===== src/rtl/ac97_command_sequencer.sv =====
// ac97_command_sequencer
//   Waits for the AC97 codec-ready indication, replays a fixed register
//   initialization table into ac97_controller's command slot, then turns
//   user volume/mute requests into master + headphone volume writes.
//   Optional feature macro: AC97_SEQ_MUTE_EN (enables the mute_toggle input).
module ac97_command_sequencer #(
  parameter int unsigned READY_TIMEOUT = 4000000,
  parameter logic [4:0]  VOL_DEFAULT   = 5'd8
) (
  input  logic        system_clock,
  input  logic        system_reset_b,
  input  logic        codec_ready,
  input  logic        vol_up,
  input  logic        vol_down,
  input  logic        mute_toggle,
  output logic        cmd_valid,
  input  logic        cmd_ready,
  output logic [7:0]  cmd_addr,
  output logic [15:0] cmd_data,
  output logic        init_done,
  output logic        timeout_err,
  output logic [4:0]  volume
);

  typedef enum logic [2:0] {
    WAIT_READY,
    INIT_ISSUE,
    RUN_IDLE,
    RUN_ISSUE,
    GAP,
    ERROR
  } state_t;

  typedef struct packed {
    logic [7:0]  addr;
    logic [15:0] data;
  } cmd_t;

  localparam int unsigned      CNT_W    = (READY_TIMEOUT > 1) ? $clog2(READY_TIMEOUT) : 1;
  localparam logic [CNT_W-1:0] CNT_LAST = CNT_W'(READY_TIMEOUT - 1);

  localparam logic [7:0] ADDR_MASTER = 8'h02;
  localparam logic [7:0] ADDR_HPHONE = 8'h04;

  state_t           state, state_d;
  logic [CNT_W-1:0] ready_count, ready_count_d;
  logic [1:0]       init_idx, init_idx_d;
  logic             burst_second, burst_second_d;
  logic [15:0]      burst_mvol, burst_mvol_d;
  logic             drop, drop_d;
  logic             mute, mute_d;
  logic             pending, pending_d;
  logic [4:0]       volume_d;
  logic             init_done_d, timeout_err_d;
  logic [7:0]       cmd_addr_d;
  logic [15:0]      cmd_data_d;
  logic             changed, take_pending, start_burst, restart;
  logic [15:0]      mvol;
  cmd_t             entry;

  // Fixed initialization table; volume entries carry the value live at issue time.
  function automatic cmd_t init_entry(input logic [1:0] idx, input logic [15:0] mv);
    cmd_t c;
    case (idx)
      2'd0:    c = '{addr: ADDR_MASTER, data: mv};
      2'd1:    c = '{addr: ADDR_HPHONE, data: mv};
      2'd2:    c = '{addr: 8'h06,       data: 16'h8000};
      default: c = '{addr: 8'h18,       data: 16'h0808};
    endcase
    return c;
  endfunction

  assign mvol      = {mute, 2'b00, volume, 3'b000, volume};
  assign cmd_valid = (state == INIT_ISSUE) || (state == RUN_ISSUE);
  assign entry     = init_entry(init_idx, mvol);

`ifndef AC97_SEQ_MUTE_EN
  logic unused_mute_toggle;
  assign unused_mute_toggle = mute_toggle;
`endif

  // User requests: saturating volume step, optional mute flip, change detection.
  always_comb begin
    // NOTE: every combinational output gets a default first so no path leaves it unassigned (no latch).
    volume_d = volume;
    mute_d   = mute;
    changed  = 1'b0;
    if (state != ERROR) begin
      if (vol_up && !vol_down && (volume != 5'd0)) begin
        volume_d = volume - 5'd1;
        changed  = 1'b1;
      end else if (vol_down && !vol_up && (volume != 5'd31)) begin
        volume_d = volume + 5'd1;
        changed  = 1'b1;
      end
`ifdef AC97_SEQ_MUTE_EN
      if (mute_toggle) begin
        mute_d  = ~mute;
        changed = 1'b1;
      end
`endif
    end
  end

  // Next-state and command-slot logic.
  always_comb begin
    state_d        = state;
    ready_count_d  = ready_count;
    init_idx_d     = init_idx;
    burst_second_d = burst_second;
    burst_mvol_d   = burst_mvol;
    drop_d         = drop;
    init_done_d    = init_done;
    timeout_err_d  = timeout_err;
    cmd_addr_d     = cmd_addr;
    cmd_data_d     = cmd_data;
    take_pending   = 1'b0;
    start_burst    = 1'b0;
    restart        = 1'b0;

    case (state)
      WAIT_READY: begin
        ready_count_d = ready_count + CNT_W'(1);
        if (codec_ready) begin
          // init_idx is always 0 here, so entry is table row 0.
          state_d    = INIT_ISSUE;
          cmd_addr_d = entry.addr;
          cmd_data_d = entry.data;
        end else if (ready_count == CNT_LAST) begin
          state_d       = ERROR;
          timeout_err_d = 1'b1;
        end
      end

      INIT_ISSUE, RUN_ISSUE: begin
        // A codec-ready drop is remembered; the in-flight command still completes.
        if (!codec_ready) drop_d = 1'b1;
        if (cmd_ready) begin
          if (drop || !codec_ready) begin
            restart = 1'b1;
          end else begin
            state_d = GAP;
            if (state == INIT_ISSUE) begin
              if (init_idx == 2'd3) init_done_d = 1'b1;
              init_idx_d = init_idx + 2'd1;
            end else begin
              burst_second_d = ~burst_second;
            end
          end
        end
      end

      GAP: begin
        if (!codec_ready) begin
          restart = 1'b1;
        end else if (!init_done) begin
          state_d    = INIT_ISSUE;
          cmd_addr_d = entry.addr;
          cmd_data_d = entry.data;
        end else if (burst_second) begin
          state_d    = RUN_ISSUE;
          cmd_addr_d = ADDR_HPHONE;
          cmd_data_d = burst_mvol;
        end else if (pending) begin
          start_burst = 1'b1;
        end else begin
          state_d = RUN_IDLE;
        end
      end

      RUN_IDLE: begin
        if (!codec_ready)  restart     = 1'b1;
        else if (pending)  start_burst = 1'b1;
      end

      ERROR: ;

      default: restart = 1'b1;
    endcase

    if (start_burst) begin
      state_d      = RUN_ISSUE;
      burst_mvol_d = mvol;
      cmd_addr_d   = ADDR_MASTER;
      cmd_data_d   = mvol;
      take_pending = 1'b1;
    end

    if (restart) begin
      state_d        = WAIT_READY;
      ready_count_d  = '0;
      init_idx_d     = 2'd0;
      init_done_d    = 1'b0;
      burst_second_d = 1'b0;
      drop_d         = 1'b0;
    end

    // A change in the same cycle a burst starts survives as a new request.
    pending_d = (pending && !take_pending) || changed;
  end

  // State register.
  always_ff @(posedge system_clock) begin
    // NOTE: sequential state uses non-blocking assignments so every register samples pre-edge values.
    if (!system_reset_b) state <= WAIT_READY;
    else                 state <= state_d;
  end

  // Datapath registers.
  always_ff @(posedge system_clock) begin
    // NOTE: every register is reset synchronously; there is no storage array to leave unreset.
    if (!system_reset_b) begin
      ready_count  <= '0;
      init_idx     <= 2'd0;
      burst_second <= 1'b0;
      burst_mvol   <= '0;
      drop         <= 1'b0;
      mute         <= 1'b0;
      pending      <= 1'b0;
      volume       <= VOL_DEFAULT;
      init_done    <= 1'b0;
      timeout_err  <= 1'b0;
      cmd_addr     <= '0;
      cmd_data     <= '0;
    end else begin
      ready_count  <= ready_count_d;
      init_idx     <= init_idx_d;
      burst_second <= burst_second_d;
      burst_mvol   <= burst_mvol_d;
      drop         <= drop_d;
      mute         <= mute_d;
      pending      <= pending_d;
      volume       <= volume_d;
      init_done    <= init_done_d;
      timeout_err  <= timeout_err_d;
      cmd_addr     <= cmd_addr_d;
      cmd_data     <= cmd_data_d;
    end
  end

endmodule


===== config.mk =====
export PLATFORM = sky130hd
export DESIGN_NAME = ac97_command_sequencer
export DESIGN_NICKNAME = d
export VERILOG_FILES = /design/src/rtl/ac97_command_sequencer.sv
export SDC_FILE = /design/constraint.sdc
export NUM_CORES = 1
export LEC_CHECK = 0
export CORE_UTILIZATION = 35
export DETAILED_ROUTE_END_ITERATION = 16
export GPL_ROUTABILITY_DRIVEN = 0
export PLACE_DENSITY = 0.54
export SLEW_MARGIN = 20
export SYNTH_ARGS = -nofsm -noshare
export SYNTH_HDL_FRONTEND = slang
export SYNTH_SLANG_ARGS = --single-unit
export TNS_END_PERCENT = 20

===== constraint.sdc =====
create_clock -name system_clock -period 4.4 [get_ports system_clock]
set_input_delay 1.32 -clock system_clock [delete_from_list [all_inputs] [get_ports system_clock]]
set_output_delay 1.32 -clock system_clock [all_outputs]
set_load 0.02 [all_outputs]

Yosys cells after proc, flatten, opt, wreduce, memory -nomap -nowiden
Cells that the tools add are included.

storage, ports and cells
  word-level logic and storage cells = 124
  register bits after elaboration = 71
  bits of input ports = 7

operators by class
  mux-type cells = 39
  add/subtract/negate cells = 4
  bitwise gates (word level) = 5
  reduce and logical (&&, ||, !) cells = 36
  eq/ne operators = 25

operator list
  kind                                                  count
  2-to-1 mux 16 bit                                     5
  one-hot mux 21 bit (3 select lines)                   1
  2-to-1 mux 8 bit                                      4
  one-hot mux 16 bit (2 select lines)                   1
  2-to-1 mux 3 bit                                      8
  adder 22 x 1 -> 22 bit (second input constant)        1
  equality test 22 bit (second input constant)          1
  inequality test 3 bit (second input constant)         7
  one-hot mux 8 bit (2 select lines)                    1
  AND reduction 4 bit                                   4
  2-to-1 mux 1 bit                                      12
  inequality test 4 bit (second input constant)         3
  AND reduction 6 bit                                   2
  2-to-1 mux 5 bit                                      2
  inequality test 5 bit (second input constant)         2
  OR reduction 2 bit                                    5
  one-hot mux 3 bit (3 select lines)                    1
  inequality test 2 bit (second input constant)         4
  equality test 3 x 2 -> 1 bit (second input constant)  2
  equality test 3 bit (second input constant)           2
  nonzero test 3 bit                                    2
  adder 5 x 1 -> 5 bit (second input constant)          1
  logical AND 1 bit                                     5
  NOT 1 bit                                             5
  other kinds (19)                                      28

Depth between registers and ports, before layout
Gate-level depths: netlist of the first run.

  word-level depth = 9
  gate-level depth with buffers = 9
  depth with buffers taken out = 9

Worst setup path after synthesis of the first run
Ideal clock, no wire load.

  path type = in2reg
  start = input vol_down
  end = register volume[4]
  stages on the path = 8
  arrival time = 2.822 ns
  required time = 4.328 ns
  setup slack = 1.507 ns
  setup time = 0.072 ns
  cells stage by stage = inv_1 o311a_4 ha_1 nor2b_1 o21a_1 or3b_1 a21oi_1 mux2i_1

between the ends
  cells in the longest elaborated chain, start to end = 5

RTL lines
  what                            RTL line  RTL
  from (decl)                     14        input logic vol_down,
  logical NOT 1 bit               89        if (vol_up && !vol_down && (volume != 5'd0)) begin
  logical AND 1 bit (2 in a row)  89
  nonzero test 2 bit (no line)    --
  AND reduction 2 bit (no line)   --
  to (signal assigned)            233       volume <= volume_d;
  to (decl)                       22        output logic [4:0] volume

Several ways; a longest one is shown, not always the timed one.
A chain may end at the register's enable or synchronous reset.

Worst setup path in the final report of the first run
  start = input codec_ready
  end = register ready_count[15]

between the ends
  cells in the longest elaborated chain, start to end = 6

RTL lines
  what                                    RTL line  RTL
  from (decl)                             12        input logic codec_ready,
  logical NOT 1 bit                       --
  logical OR 1 bit                        139       if (drop || !codec_ready) begin
  2-to-1 mux 1 bit                        139
  2-to-1 mux 1 bit                        138       if (cmd_ready) begin
  one-hot mux 1 bit (3 select lines) (*)  121       case (state)
  OR reduction 2 bit (no line) (*)        --
  to (signal assigned)                    226       ready_count <= ready_count_d;
  to (decl)                               46        logic [CNT_W-1:0] ready_count, ready_count_d;

Every way passes the cells marked *; elsewhere a longest branch is shown, timed or not.

==> summary.txt, run 1 <==
Outcome
  – Outcome: finished, final reports clean

Global route
  – GRT met2 Usage: 24.9%
  – Largest net degree at the start of global routing: 22
  – Antenna violations before repair: 0
  – GRT busiest layer: met2
  – Gr ovfl total: 0
  – Vias in the first global route: 2049
  – First-pass GRT wire length: 9670 um
  – Total track usage: around 14%
  – Met1 usage: 17.9%
  – M3 GR Usage: 2.60%

Logic synthesis
  – Syn avg cell area: 8.69 um^2
  – Gate Count Post-Synth: 321
  – Primary FF master, synth: dfxtp_1
  – Post-synthesis sequential area ratio: 36.6%
  – Synthesized area: 0.00279 mm^2
  – Number of synthesized flops with an enable pin: 0
  – Flops & latches, synth: between 50 and 60
  – Synth Warn #: 0
  – Synth unique cells: 56
  – Ys async rst share: 0%

Detailed routing
  – Post-Route WL: 5570 um
  – Vias: around 2.2k
  – Post-route ant nets: 0
  – DRC: 0
  – Avg Vias per Cell: 4.93
  – First-pass iteration count of the detailed router: 4
  – Drt wl/cell: 12.6 um
  – Iter 0 DRT Violations: 95

Finish
  – ANT cells: 0
  – Layout cells sized above 1: 5.59%
  – # nets final: roughly 360
  – Layout Cells excl Fill: 442
  – Final-layout fill cell count: around 800
  – Post-Route Utilization: 41.3%
  – Layout Area Growth over Synthesis: 14.4%

Clocking
  – Clock latency on the worst-skew pair: 300 ps
  – Hold buffer count at cts: 0
  – Reg clk slew, reported paths: around 90 ps
  – TritonCTS Sinks: slightly above 50
  – Num CTS Buffers: 5
  – Cts repair resizes: 0
  – Clock Tree Buf Depth: 2
  – Post-CTS Setup Bufs: 0
  – CTS root buf: clkbuf_8
  – TritonCTS clock tree: done
  – H-tree depth: 2

Critical path
  – Worst r2r dst: volume[4]
  – Worst EP arrival: 3520 ps
  – Crit. End Element: flop
  – Required time worst endpoint: 4640 ps
  – Reg2reg start: volume[0]
  – Crit start category: input pin
  – Critical Path Fanout Max: 18
  – Reg2Reg Depth: 8
  – FF-to-FF setup slack: 1860 ps
  – WS Path Type: input pin to flop

Min path
  – Hold Crit Depth: 2
  – Hold EP: cmd_data[15]
  – Worst hold start: cmd_data[15]
  – Hold WC Path Type: flop to flop

Floorplan
  – Core Box Area: roughly 0.0077 mm^2
  – I/O pins: 39
  – DIE WIDTH: 91.3 um
  – Initial Util: 36.1%
  – Die Height: 91.3 um
  – Die area: 0.00833 mm^2
  – Row cnt: 32

Pwr
  – Power Total: 1.46 mW
  – Leak: 1.16 nW
  – PwrDens: ~460 mW/mm^2
  – VDD IR max: 254 uV

Timing
  – Slew margin rel.: 48.2%
  – Final setup fails: 0
  – Setup TNS: 0 ps
  – Final min period: 3280 ps
  – Fmax: between 300 and 400 MHz
  – Worst-Margin Slew: 775 ps
  – Worst hold margin: ~460 ps
  – Period utilisation layout: roughly 75%
  – Fin. max-slew vios: 0
  – RSZ-0062 raised after global routing: no
  – Clk_skew: 8.51 ps
  – Final Hold Fails: 0

Placement
  – Inst Count DP: 434
  – Half-perimeter wire length after placement: 3910 um
  – Port bufs: 28

Run
  – Max_cap viols: 0
==> critical path: stages <==
cell and delay, ps:
clkdlybuf4s50_1 670, nor2b_1 310, nor2_1 70, nand2_1 70
nand3_1 540, buf_4 430, nor2_1 110
==> synthesized netlist by cell type, types with 3 or more instances <==
cell type,count,area [um^2]
a21boi_1,3,22.5
a21oi_1,7,35.0
a221oi_1,4,35.0
a311oi_1,4,35.0
and2_1,7,43.8
and3_1,3,18.8
buf_2,8,40.0
buf_4,15,113
clkbuf_1,3,11.3
dfxtp_1,51,1020
ha_1,9,113
inv_1,12,45.0
mux2i_1,8,80.1
nand2_1,15,56.3
nand2b_1,3,18.8
nand3_1,10,50.1
nand4_1,7,43.8
nor2_1,51,191
nor2b_1,11,68.8
nor3_1,9,45.0
o211ai_1,3,22.5
o21a_1,3,22.5
o21ai_0,9,45.0
o21ai_1,3,15.0
xnor2_1,21,184
xor2_1,5,43.8
==> cell type report <==
class	count	area [um^2]	share of cell area, %
multi-input cells	238	1580	49.6
flip-flops and latches	51	1020	32.0
repair buffers	30	295	9.25
clock buffers	6	82.6	2.59
well taps	102	128	4.00
clock inverters	2	35.0	1.10
inverters	13	48.8	1.53
==> logic make-up (layout without fill, tap and decap cells) <==
logic type	after synthesis	after routing	share of synthesized area (%)
AO/OA/AOI/OAI	50	50	13.6
XOR/XNOR	26	26	8.16
adder cells (fa/ha/maj)	10	10	4.75
buffers and inverters	40	51	7.76
flip-flops	51	51	36.6
multiplexers	8	8	2.87
other	1	9	0.134
AND/OR/NAND/NOR	135	135	26.1
==> layout by cell type (no fill, tap or decap), drive strengths merged, types with 4 or more instances in the layout <==
cell type / synthesis / final
nand3: 11 / 11
o211ai: 4 / 4
xnor2: 21 / 21
inv: 13 / 13
dfxtp: 51 / 51
clkbuf: 3 / 6
a221oi: 4 / 4
a21oi: 7 / 7
nand4: 8 / 8
nor3: 10 / 10
conb: 1 / 9
xor2: 5 / 5
nor2b: 11 / 11
ha: 9 / 9
nand2: 15 / 15
mux2i: 8 / 8
nor2: 51 / 51
clkdlybuf4s50: 0 / 28
o21ai: 12 / 12
a311oi: 4 / 4
a21boi: 4 / 4
and2: 7 / 7
==> power by group <==
part | internal (mW) | leakage [nW] | total [mW] | switching, mW
registers | 0.516 | 0.415 | 0.621 | 0.105
logic | 0.222 | 0.688 | 0.503 | 0.281
clock network | 0.184 | 0.0612 | 0.339 | 0.155
==> flip-flops by register name, summed over array words and instances (netlist names) <==
signal,count
ready_count,22
burst_mvol,5
timeout_err,1
volume,5
cmd_addr,3
pending,1
cmd_data,6
burst_second,1
init_idx,2
drop,1
init_done,1
state,3
==> how the worst max path moves through the flow <==
stage	to	cells past startpoint	startpoint	slack, ps
detailed placement	ready_count[14]	7	codec_ready	750
finish	ready_count[15]	7	codec_ready	1120
floorplan	volume[4]	8	vol_down	1510
CTS	ready_count[18]	7	codec_ready	1080
global route	ready_count[16]	7	codec_ready	830
global placement	ready_count[18]	7	codec_ready	810
==> per-layer routing <==
layer	wire [um]	vias to the layer above
met5	0	-
met1	2680	1009
met3	137	2
li1	-	1135
met4	48	0
met2	2700	33
==> through the flow <==
step,instance area [um^2],worst slack (ps)
finish,3190,1120
CTS,3190,1080
floorplan,2820,1510
detailed placement,3080,750
global placement,3080,809
global route,3190,830
Note: power is estimated with default switching activity, not from simulation.
==> run 2, diff against run 1 <==
Clock period 4.4 ns to 3.22 ns, I/O delays scaled along.
==> summary.txt, run 2 (same netlist as run 1, synthesis figures left out) <==
Outcome
  – Outcome: finished, final reports clean

Timing
  – Final worst slack: between 300 and 400 ps
  – Worst-Margin Slew: 573 ps
  – Fin. max-slew vios: 0
  – Final min period: 2830 ps
  – Final Hold Fails: 0
  – Clk_skew: just over 9 ps
  – Setup TNS: 0 ps
  – Period utilisation layout: 87.9%
  – RSZ-0062 raised after global routing: no
  – Slew margin rel.: between 60% and 70%
  – Fmax: 353 MHz
  – Final setup fails: 0

Detailed routing
  – DRC: 0
  – Avg Vias per Cell: 4.90
  – Iter 0 DRT Violations: 86
  – Vias: 2179
  – Post-Route WL: 5710 um
  – Post-route ant nets: 0
  – Metal3 WL: roughly 160 um
  – Drt wl/cell: 12.8 um
  – WL met2: 2750 um
  – Metal-1 WL: 2730 um
  – DR top layer: met4
  – First-pass iteration count of the detailed router: 4

Pwr
  – NetSw: 0.764 mW
  – PwrDens: approximately 630 mW/mm^2
  – VDD IR max: 335 uV
  – Gate power share: 36.0%
  – Leak: around 1.2 nW
  – Part of the power in registers: 40.3%
  – Int Power: around 1.3 mW
  – Clk network pwr share: 23.7%
  – Net Sw Frac: 37.4%

Min path
  – Hold EP: cmd_data[15]
  – Hold WC Path Type: flop to flop
  – Hold Crit Depth: 2
  – Worst hold start: cmd_data[15]

Clocking
  – Reg clk slew, reported paths: ~100 ps
  – Post-CTS Setup Bufs: 0
  – Hold buffer count at cts: 0
  – TritonCTS clock tree: done
  – TritonCTS Sinks: 51
  – Num CTS Buffers: 5
  – H-tree depth: 2
  – Clock Tree Buf Depth: 2
  – Clock latency on the worst-skew pair: around 310 ps
  – Cts repair resizes: 0
  – CTS root buf: clkbuf_8

Finish
  – Final-layout fill cell count: 802
  – Biggest regs: ready_count: 22 flops, cmd_data: 6 flops
  – Most frequent cells in the layout: nor2_1, dfxtp_1, clkdlybuf4s50_1
  – Register with the most flip-flops: ready_count
  – # nets final: between 300 and 400
  – Max reg flops: 22
  – Layout cells sized above 1: 6.41%
  – Layout Area Growth over Synthesis: 15.4%
  – ANT cells: 0

Critical path
  – Required time worst endpoint: 2250 ps
  – FF-to-FF setup slack: 670 ps
  – Reg2Reg Depth: 8
  – Crit. End Element: output pin
  – Critical Path Fanout Max: 10
  – Worst EP arrival: between 1500 and 2000 ps
  – WS Path Type: flop to output pin
  – Reg2reg start: volume[0]
  – Worst r2r dst: volume[4]
  – Crit start category: flop

Floorplan
  – DIE WIDTH: 91.3 um
  – Die Height: 91.3 um
  – Initial Util: between 30% and 40%
  – Row cnt: 32
  – Core Box Area: 0.00773 mm^2
  – I/O pins: 39
  – Die area: 0.00833 mm^2

Global route
  – Largest net degree at the start of global routing: 23
  – Antenna violations before repair: 0
  – Total track usage: 14.2%
  – Vias in the first global route: a little under 2k
  – First-pass GRT wire length: between 9000 and 10000 um
  – Gr ovfl total: 0

Placement
  – Setup WS pre-CTS: between 150 and 200 ps
  – Half-perimeter wire length after placement: 3990 um
  – Port bufs: 28

Run
  – Max_cap viols: 0
-- run 2: cell count changes in the layout (fill, tap and decap cells not counted), sizes merged --
cell	previous run	this run
buf	2	5
inv	13	14
clkinv	1	0
-- run 2: worst max-delay path by stage --
stage / start / to / slack, ps
5_1_grt: state[0] / cmd_valid / 280
3_5_place_dp: vol_up / volume[4] / 150
3_3_place_gp: vol_up / volume[4] / 170
4_1_cts: state[0] / cmd_valid / 380
6_report: state[0] / cmd_valid / 390
2_1_floorplan: vol_down / volume[4] / 680
-- run 2: area by class of cell --
cell class                 count  area (um^2)  share of cell area, %
multi-input combinational    238         1580                   49.2
sequential                    51         1020                   31.7
timing repair buffer          33          318                   9.87
tap                          102          128                   3.96
clock buffer                   6         82.6                   2.57
inverter                      13         48.8                   1.52
clock inverter                 2         38.8                   1.20
-- run 2: per-stage QoR --
step                power [mW]  area (um^2)  utilization [%]  instances  hold slack (ps)
finish                    2.04         3220             41.7        445              458
global route              2.17         3220             41.7        445              493
CTS                       2.07         3220             41.7        445              463
detailed placement        1.58         3100             40.1        437              450
global placement          1.56         3100             40.1        437              445
floorplan                 1.37         2820                -        329              441
-- run 2: power by group through the flow --
stage	clock, mW	combinational, mW	sequential (mW)
2_1_floorplan	0	0.544	0.829
3_3_place_gp	0	0.727	0.835
3_5_place_dp	0	0.740	0.837
4_1_cts	0.500	0.743	0.823
5_1_grt	0.526	0.804	0.837
6_report	0.484	0.734	0.821
-- run 2: critical path, stage by stage (launching register included) --
cell and delay (ps):
dfxtp_1 580, nand2b_1 230, inv_2 140, clkdlybuf4s50_1 610
-- run 2: layer usage --
metal  up-vias  track usage (%)
met5         -                0
met2        29             24.4
met4         0             3.97
li1       1133                -
met1      1010             17.9
met3         7             2.85
